==> config.mk <==
export PLATFORM = sky130hd
export DESIGN_NAME = risc5_pipe_ctl
export DESIGN_NICKNAME = d
export VERILOG_FILES = /design/src/rtl/risc5_pipe_ctl_pkg.sv /design/src/rtl/risc5_pipe_ctl_stage_reg.sv /design/src/rtl/risc5_pipe_ctl.sv
export SDC_FILE = /design/constraint.sdc
export NUM_CORES = 1
export LEC_CHECK = 0
export ABC_AREA = 1
export CORE_AREA = 2 2 332 334
export CTS_CLUSTER_SIZE = 40
export DETAILED_ROUTE_END_ITERATION = 8
export DIE_AREA = 0 0 334 336
export PLACE_DENSITY_LB_ADDON = 0.1
export SYNTH_ARGS = -nofsm -noshare
export SYNTH_HDL_FRONTEND = slang
export SYNTH_HIERARCHICAL = 1
export SYNTH_SLANG_ARGS = --single-unit
==> constraint.sdc <==
create_clock -name clk -period 2.4 [get_ports clk]
set_clock_uncertainty 0.2 [all_clocks]
set_input_delay 0.24 -clock clk [delete_from_list [all_inputs] [get_ports clk]]
set_output_delay 0.24 -clock clk [all_outputs]
set_load 0.05 [all_outputs]
==> src/rtl/risc5_pipe_ctl_pkg.sv <==
// ---------------------------------------------------------------------------
// risc5_pipe_ctl_pkg
// Shared definitions for the 5-stage pipeline controller:
//   - memory-wait FSM state encodings (IDLE=0, WAIT=1)
//   - default pipeline payload widths, also used by the core top
//   - per-stage enable/flush bundle and the helper that derives it from the
//     freeze / load-use bubble / redirect decisions
// ---------------------------------------------------------------------------
package risc5_pipe_ctl_pkg;

    // Memory-wait FSM encodings, kept as plain constants so legacy code that
    // compares raw state bits keeps working.
    localparam logic [0:0] ST_IDLE = 1'b0;
    localparam logic [0:0] ST_WAIT = 1'b1;

    // Default payload widths for the core top.
    localparam int unsigned IFID_W_DEF  = 64;
    localparam int unsigned IDEX_W_DEF  = 160;
    localparam int unsigned EXMEM_W_DEF = 72;
    localparam int unsigned MEMWB_W_DEF = 72;

    // Enable / flush controls for the four pipeline registers.
    typedef struct packed {
        logic ifid_en;
        logic ifid_flush;
        logic idex_en;
        logic idex_flush;
        logic exmem_en;
        logic memwb_en;
    } stage_ctl_t;

    // frz     : memory wait, everything holds
    // bubble  : load-use, IF/ID holds and ID/EX becomes a bubble
    // flush_if: taken redirect, IF/ID is squashed
    // Callers qualify bubble and flush_if so that at most one is active.
    function automatic stage_ctl_t stage_ctl(input logic frz,
                                             input logic bubble,
                                             input logic flush_if);
        stage_ctl_t c;
        c.ifid_en    = ~frz & ~bubble;
        c.ifid_flush = flush_if;
        c.idex_en    = ~frz;
        c.idex_flush = bubble;
        c.exmem_en   = ~frz;
        c.memwb_en   = ~frz;
        return c;
    endfunction

endpackage

==> src/rtl/risc5_pipe_ctl_stage_reg.sv <==
// ---------------------------------------------------------------------------
// pipe_stage_reg
// One pipeline register: payload plus valid bit.
//   clk, reset    : core clock, synchronous active-low reset
//   en            : advance (take valid_in, and d when valid_in is set)
//   flush         : squash to zero payload / invalid; wins over en
//   valid_in, d   : incoming valid and payload from the previous stage
//   q, valid_q    : registered payload and valid
// An invalid incoming stage leaves the held payload untouched, so only real
// instructions toggle the wide payload flops.
// ---------------------------------------------------------------------------
module pipe_stage_reg #(
    parameter int WIDTH = 32
) (
    input  logic             clk,
    input  logic             reset,
    input  logic             en,
    input  logic             flush,
    input  logic             valid_in,
    input  logic [WIDTH-1:0] d,
    output logic [WIDTH-1:0] q,
    output logic             valid_q
);

    logic [WIDTH-1:0] payload_d, payload_q;
    logic             valid_d;

    always_comb begin
        // NOTE: every always_comb output gets a default first so no path
        // leaves it unassigned; that is what keeps latches from being inferred.
        payload_d = payload_q;
        valid_d   = valid_q;
        if (flush) begin
            payload_d = '0;
            valid_d   = 1'b0;
        end else if (en) begin
            valid_d = valid_in;
            if (valid_in) begin
                payload_d = d;
            end
        end
    end

    always_ff @(posedge clk) begin
        // NOTE: sequential state uses non-blocking assignments only, so all
        // flops sample their _d values from the same pre-edge snapshot.
        if (!reset) begin
            // NOTE: the payload is reset as well because the registered
            // payloads are visible outputs that must read zero after reset.
            payload_q <= '0;
            valid_q   <= 1'b0;
        end else begin
            payload_q <= payload_d;
            valid_q   <= valid_d;
        end
    end

    assign q = payload_q;

endmodule

==> src/rtl/risc5_pipe_ctl.sv <==
// ---------------------------------------------------------------------------
// risc5_pipe_ctl
// Pipeline-register and stall/flush controller for the 5-stage RISC-V core.
// Holds the IF/ID, ID/EX, EX/MEM and MEM/WB payloads with valid bits, inserts
// load-use bubbles, squashes IF/ID on redirects, runs the data-memory req/ack
// handshake (freezing the pipe while waiting, with a timeout) and keeps
// cycle / retired / stall performance counters.
// Ports:
//   clk, reset                      core clock, synchronous active-low reset
//   valid_if, ifid_d..memwb_d       next payloads from the stage logic
//   load_use, redirect              hazard and branch/jump inputs from ID
//   mem_access, mem_ack             MEM-stage load/store and memory completion
//   ifid_q..memwb_q, valid_id..wb   registered payloads and valid bits
//   pc_en, freeze                   PC update enable, memory-wait freeze
//   mem_req, mem_err                memory request, sticky timeout flag
//   cnt_cycle/cnt_retired/cnt_stall performance counters (wrapping)
// ---------------------------------------------------------------------------
module risc5_pipe_ctl
    import risc5_pipe_ctl_pkg::*;
#(
    parameter int IFID_W      = IFID_W_DEF,
    parameter int IDEX_W      = IDEX_W_DEF,
    parameter int EXMEM_W     = EXMEM_W_DEF,
    parameter int MEMWB_W     = MEMWB_W_DEF,
    parameter int MEM_TIMEOUT = 16,
    parameter int CNT_W       = 32
) (
    input  logic               clk,
    input  logic               reset,
    input  logic               valid_if,
    input  logic [IFID_W-1:0]  ifid_d,
    input  logic [IDEX_W-1:0]  idex_d,
    input  logic [EXMEM_W-1:0] exmem_d,
    input  logic [MEMWB_W-1:0] memwb_d,
    input  logic               load_use,
    input  logic               redirect,
    input  logic               mem_access,
    input  logic               mem_ack,
    output logic [IFID_W-1:0]  ifid_q,
    output logic [IDEX_W-1:0]  idex_q,
    output logic [EXMEM_W-1:0] exmem_q,
    output logic [MEMWB_W-1:0] memwb_q,
    output logic               valid_id,
    output logic               valid_ex,
    output logic               valid_mem,
    output logic               valid_wb,
    output logic               pc_en,
    output logic               freeze,
    output logic               mem_req,
    output logic               mem_err,
    output logic [CNT_W-1:0]   cnt_cycle,
    output logic [CNT_W-1:0]   cnt_retired,
    output logic [CNT_W-1:0]   cnt_stall
);

    localparam int WCNT_W = $clog2(MEM_TIMEOUT) + 1;

    logic [0:0]        state_d, state_q;
    logic [WCNT_W-1:0] wait_cnt_d, wait_cnt_q;
    logic              mem_err_d, mem_err_q;
    logic [CNT_W-1:0]  cnt_cycle_d, cnt_cycle_q;
    logic [CNT_W-1:0]  cnt_retired_d, cnt_retired_q;
    logic [CNT_W-1:0]  cnt_stall_d, cnt_stall_q;

    logic       timeout;
    logic       bubble;
    logic       flush_if;
    stage_ctl_t ctl;

    // ---------------- memory handshake and hazard decisions ----------------
    // In WAIT the request is held regardless of valid_mem: the frozen MEM
    // stage still owns the outstanding access.
    assign mem_req = (state_q == ST_WAIT) | (valid_mem & mem_access);

    // The last allowed wait cycle without an ack releases the pipe as if acked.
    assign timeout = (state_q == ST_WAIT) & ~mem_ack
                   & (wait_cnt_q == WCNT_W'(MEM_TIMEOUT - 1));

    assign freeze   = mem_req & ~mem_ack & ~timeout;
    // Freeze dominates; a load-use bubble in turn drops a same-cycle redirect,
    // which ID re-presents once the hazard clears.
    assign bubble   = ~freeze & load_use & valid_id;
    assign flush_if = ~freeze & ~bubble & redirect;
    assign pc_en    = ~freeze & ~bubble;

    assign ctl = stage_ctl(freeze, bubble, flush_if);

    always_comb begin
        state_d    = state_q;
        wait_cnt_d = wait_cnt_q;
        mem_err_d  = mem_err_q | timeout;
        case (state_q)
            ST_IDLE: begin
                if (mem_req & ~mem_ack) begin
                    state_d    = ST_WAIT;
                    wait_cnt_d = WCNT_W'(1);
                end
            end
            ST_WAIT: begin
                if (mem_ack | timeout) begin
                    state_d    = ST_IDLE;
                    wait_cnt_d = '0;
                end else begin
                    wait_cnt_d = wait_cnt_q + WCNT_W'(1);
                end
            end
            default: begin
                state_d    = ST_IDLE;
                wait_cnt_d = '0;
            end
        endcase
    end

    // ---------------- performance counters ----------------
    always_comb begin
        cnt_cycle_d   = cnt_cycle_q + CNT_W'(1);
        cnt_retired_d = cnt_retired_q;
        cnt_stall_d   = cnt_stall_q;
        if (valid_wb & ~freeze) begin
            cnt_retired_d = cnt_retired_q + CNT_W'(1);
        end
        if (freeze | (load_use & valid_id)) begin
            cnt_stall_d = cnt_stall_q + CNT_W'(1);
        end
    end

    always_ff @(posedge clk) begin
        if (!reset) begin
            state_q       <= ST_IDLE;
            wait_cnt_q    <= '0;
            mem_err_q     <= 1'b0;
            cnt_cycle_q   <= '0;
            cnt_retired_q <= '0;
            cnt_stall_q   <= '0;
        end else begin
            state_q       <= state_d;
            wait_cnt_q    <= wait_cnt_d;
            mem_err_q     <= mem_err_d;
            cnt_cycle_q   <= cnt_cycle_d;
            cnt_retired_q <= cnt_retired_d;
            cnt_stall_q   <= cnt_stall_d;
        end
    end

    assign mem_err     = mem_err_q;
    assign cnt_cycle   = cnt_cycle_q;
    assign cnt_retired = cnt_retired_q;
    assign cnt_stall   = cnt_stall_q;

    // ---------------- pipeline registers ----------------
    pipe_stage_reg #(.WIDTH(IFID_W)) u_ifid (
        .clk      (clk),
        .reset    (reset),
        .en       (ctl.ifid_en),
        .flush    (ctl.ifid_flush),
        .valid_in (valid_if),
        .d        (ifid_d),
        .q        (ifid_q),
        .valid_q  (valid_id)
    );

    pipe_stage_reg #(.WIDTH(IDEX_W)) u_idex (
        .clk      (clk),
        .reset    (reset),
        .en       (ctl.idex_en),
        .flush    (ctl.idex_flush),
        .valid_in (valid_id),
        .d        (idex_d),
        .q        (idex_q),
        .valid_q  (valid_ex)
    );

    pipe_stage_reg #(.WIDTH(EXMEM_W)) u_exmem (
        .clk      (clk),
        .reset    (reset),
        .en       (ctl.exmem_en),
        .flush    (1'b0),
        .valid_in (valid_ex),
        .d        (exmem_d),
        .q        (exmem_q),
        .valid_q  (valid_mem)
    );

    pipe_stage_reg #(.WIDTH(MEMWB_W)) u_memwb (
        .clk      (clk),
        .reset    (reset),
        .en       (ctl.memwb_en),
        .flush    (1'b0),
        .valid_in (valid_mem),
        .d        (memwb_d),
        .q        (memwb_q),
        .valid_q  (valid_wb)
    );

endmodule

# After elaboration in Yosys (flattened, before gate mapping)
# Cells that the tools add are included.
# word_totals
reg_bits,475
inputBits,375
output_inout_bits,472
elab_cells,53
# op_classes
add_sub_neg,4
n_eq_ne,2
mux,6
bitwise,21
n_reduce_logical,6
# op_table
cell,count
"32-bit by 1-bit adder with 32-bit output, second input constant",3
1-bit AND,11
5-bit 2-to-1 mux,2
5-bit one-hot mux with 2 select lines,1
2-bit AND reduction,4
1-bit inverter,6
"5-bit by 1-bit adder with 5-bit output, second input constant",1
"5-bit by 4-bit equality test with 1-bit output, second input constant",1
1-bit OR,4
2-bit OR reduction,2
1-bit 2-to-1 mux,2
"2-bit inequality test, second input constant",1
1-bit one-hot mux with 2 select lines,1

# Logic depth before layout (Yosys ltp)
# logic_depth
depth_word,12
mapped_depth,15
ltp_nobuf,12

# Modules after synthesis
# Netlist, hierarchy kept.
# by_module_without_submodules
module,instances,cells_per_inst,area_each_um2,seq_area_each_um2
pipe_stage_reg at u_idex,1,1021,6542.5,3223.1
pipe_stage_reg at u_exmem ...,2,463,2994.1,1461.4
risc5_pipe_ctl,1,858,5510.3,2062.0
pipe_stage_reg at u_ifid,1,413,2677.6,1301.2

# Least setup slack after synthesis
# No wires, ideal clock.
# synth_path
kind,register to register
from,reg u_exmem.valid_q
to,"reg u_ifid.payload_q[10], in the netlist u_ifid/q[10]"
setup_ns,0.113
t_arrival_ns,2.410
required_time_ns,2.087
slack_ns,-0.323
path_stages_with_launch,13
n_path_buf,3
period_less_slack_ns,2.723
cell_sequence,dfxtp_1 > nand2_1 > nand2_2 > nand3_4 > nand2_4 > buf_4 > inv_1 > nand2_1 > buf_4 > buf_4 > nand2_1 > nand2_1 > nor2_1
# synth_lines
element,line,rtl
"start, declared",risc5_pipe_ctl_stage_reg.sv:22,output logic valid_q
"start signal, assigned",risc5_pipe_ctl_stage_reg.sv:54,valid_q <= valid_d;
"end signal, assigned",risc5_pipe_ctl_stage_reg.sv:53,payload_q <= payload_d;
"end, declared",risc5_pipe_ctl_stage_reg.sv:25,"logic [WIDTH-1:0] payload_d, payload_q;"

==> impl_metrics.yaml <==
setup_path:
  start_kind: "register"
  path_class: "register to output port"
  critical_path_arrival_ns: 2.00
  critPathMaxFanout: 4
  cp-end-kind: "output port"
  required_ns: 1.96
clock_tree:
  numCtsBuffers: 66
  clock_path_buffers: 3
  root_buffer: "clkbuf_16"
  cts_htree_levels: 3
  cts_tree: "done"
  clk_pin_slew_ns: 0.06
  worstSkewPairLatency_ns: 0.63
  cts_sinks: 475
cells_and_area:
  final_nets: 4802
  drive_above_1_share: 0.0578
  syn2layout_area_growth_pct: 78.4
  stdcell_count: 5882
timing:
  hold_viol: 0
  tightest_slew_ns: 0.659
  max_freq_mhz: 410
  finalWorstSetupSlack_ns: -0.0398
  period_share: 1.02
  rsz0062_at_grt: "yes"
  min_period_ns: 2.44
  setup_viol: 1
  slew_headroom: 0.559
  slew_viol_final: 0
die:
  core_area_um2: 108000
  num_rows: 121
  die_h_um: 336
  die_area_um2: 112000
  ios: 847
  initial_core_util: 0.191
  die_w_um: 334
detailed_routing:
  post_drt_wl_per_cell_um: 15.3
  route.detailed.drc: 0
  routed_wl_um: 89900
  viasPerCell: 3.79
  drtPass1Iterations: 6
  vias: 22300
  ant_nets: 0
  first_iter_violations: 921
logic_synthesis:
  synth_edf_count: 0
  yosys_warnings: 6
  yosys.area.top_type: "dfxtp_1"
  syn_inst: 3218
  synth_cell_type_count: 35
  synth-seq-area-share: 0.459
  ys_ff_latch: 475
  synth_top_cells_by_area: "dfxtp_1 46%, nand2_1 18%, nor2_1 16%, inv_1 8.4%, buf_2 1.6%"
  synth_top_area_frac: 0.459
  yosys-top-cells-count: "971 x nand2_1, 897 x nor2_1, 475 x dfxtp_1, 466 x inv_1, 68 x buf_2"
  synth_area_per_cell_um2: 6.44
  synth.most_common_cell: "nand2_1"
  syn-cell-area_um2: 20700
  synthArstFlopShare: 0
  synth_flop_cell: "dfxtp_1"
status:
  status: "complete, but fails checks"
  violations: "setup timing"
global_routing:
  grt_pass1_wl_um: 130000
  antenna_found_initial: 9
  grt_pass1_vias: 21400
  grt-ovfl-total: 0
  globalRouteTotalUtil: 0.150
  grt_max_degree: 73
worst_hold_path:
  worstHoldPathType: "input pin to register"
place:
  hpwl_um: 65300
  gp_congestion: 0.777
  pre_cts_ws_ns: 0.0186
  dp.cells: 5417
  io_buffers: 846
power_and_ir_drop:
  leakage_uw: 0.0168
  power.density_nw_per_um2: 596
  power_uw: 22000
  peakVddDrop_v: 0.000372
flow_run:
  max_cap_violations: 0
-- worst max-delay path, cell delays in order (launching register included) --
cell,delay [ns]
dfxtp_2,0.34
ha_4,0.16
nand2_2,0.07
nor2_2,0.03
ha_2,0.19
nand3_4,0.07
nand3_4,0.12
nand2_4,0.13
clkinvlp_4,0.10
buf_8,0.15
-- through the flow --
step	utilization	cell area [um^2]	hold WS (ns)	setup TNS (ns)
2_1_floorplan	-	20800	0.155	0
3_3_place_gp	0.287	31100	0.254	0
3_5_place_dp	0.287	31100	0.258	0
4_1_cts	0.338	36600	0.0000481	-0.308
5_1_grt	0.341	37000	0.0179	-8.09
6_report	0.341	37000	0.0478	-0.0398
-- registers in the layout, summed over array words and instances, names as in the netlist --
signal,cells
u_idex/q,160
u_exmem/q,72
u_memwb/q,72
u_ifid/q,64
cnt_cycle,32
cnt_retired,32
cnt_stall,32
wait_cnt_q,5
mem_err,1
state_q,1
u_exmem/valid_q,1
u_idex/valid_q,1
u_ifid/valid_q,1
u_memwb/valid_q,1
-- kinds of logic (layout without fill, tap and decap cells) --
group / count (synthesis) / in the layout / share of synthesized area
xor+xnor: 11 / 11 / 0.00465
simple gates: 2012 / 2013 / 0.382
fa+ha+maj: 5 / 5 / 0.00302
other cells: 1 / 7 / 0.000181
compound gates: 110 / 110 / 0.0280
buf+inv: 604 / 1847 / 0.123
flops: 475 / 475 / 0.459
-- path summary, 6_finish.rpt --
check	slack, ns	endpoint	from	cells after the start
worst max-delay path	-0.04	pc_en	wait_cnt_q[1]	9
worst max register to register	0.09	u_idex/q[103]	wait_cnt_q[1]	14
worst min-delay path	0.05	u_memwb/q[53]	memwb_d[53]	3
worst min register to register	0.27	mem_err	mem_err	2
-- cell usage in the layout (no fill, tap or decap), drive strengths merged, types with 29 or more instances in the layout --
master / netlist / routed
a21oi: 67 / 67
buf: 123 / 100
clkbuf: 11 / 105
clkdlybuf4s50: 0 / 761
dfxtp: 475 / 475
dlygate4sd2: 0 / 55
dlygate4sd3: 0 / 330
inv: 470 / 468
nand2: 978 / 978
nand3: 65 / 65
nor2: 916 / 917
o21ai: 29 / 29
-- power breakdown --
part	switching, uW	internal (uW)	leakage (uW)	total, uW
registers	129	8140	0.00386	8270
clock network	3990	6150	0.00109	10100
logic	1940	1670	0.0119	3620
-- metal layers --
| layer | global-route usage | part of all wire |
|---|---|---|
| met3 | 0.0581 | 0.083 |
| met5 | 0 | 0.00085 |
| met2 | 0.251 | 0.47 |
| met1 | 0.176 | 0.42 |
| met4 | 0.0487 | 0.029 |
-- cell type report --
| cell class | count | area (um^2) |
|---|---|---|
| Antenna cell | 3 | 7.51 |
| Fill cell | 11600 | 71400 |
| Inverter | 470 | 1770 |
| Multi-Input combinational cell | 2143 | 8760 |
| Clock inverter | 13 | 188 |
| Timing Repair Buffer | 1266 | 12900 |
| Clock buffer | 98 | 2030 |
| Tap cell | 1414 | 1770 |
| Sequential cell | 475 | 9520 |
-- what timing repair did --
| item | CTS | global route |
|---|---|---|
| setup buffers | 8 | 4 |
| gates cloned | 0 | 9 |
| resized for setup | 66 | 27 |
| hold buffers | 330 | 0 |
| setup endpoints to repair | 57 | 273 |
| pin swaps | 6 | 5 |
| hold endpoints to repair | 342 | 0 |
Note: power is estimated with default switching activity, not from simulation.
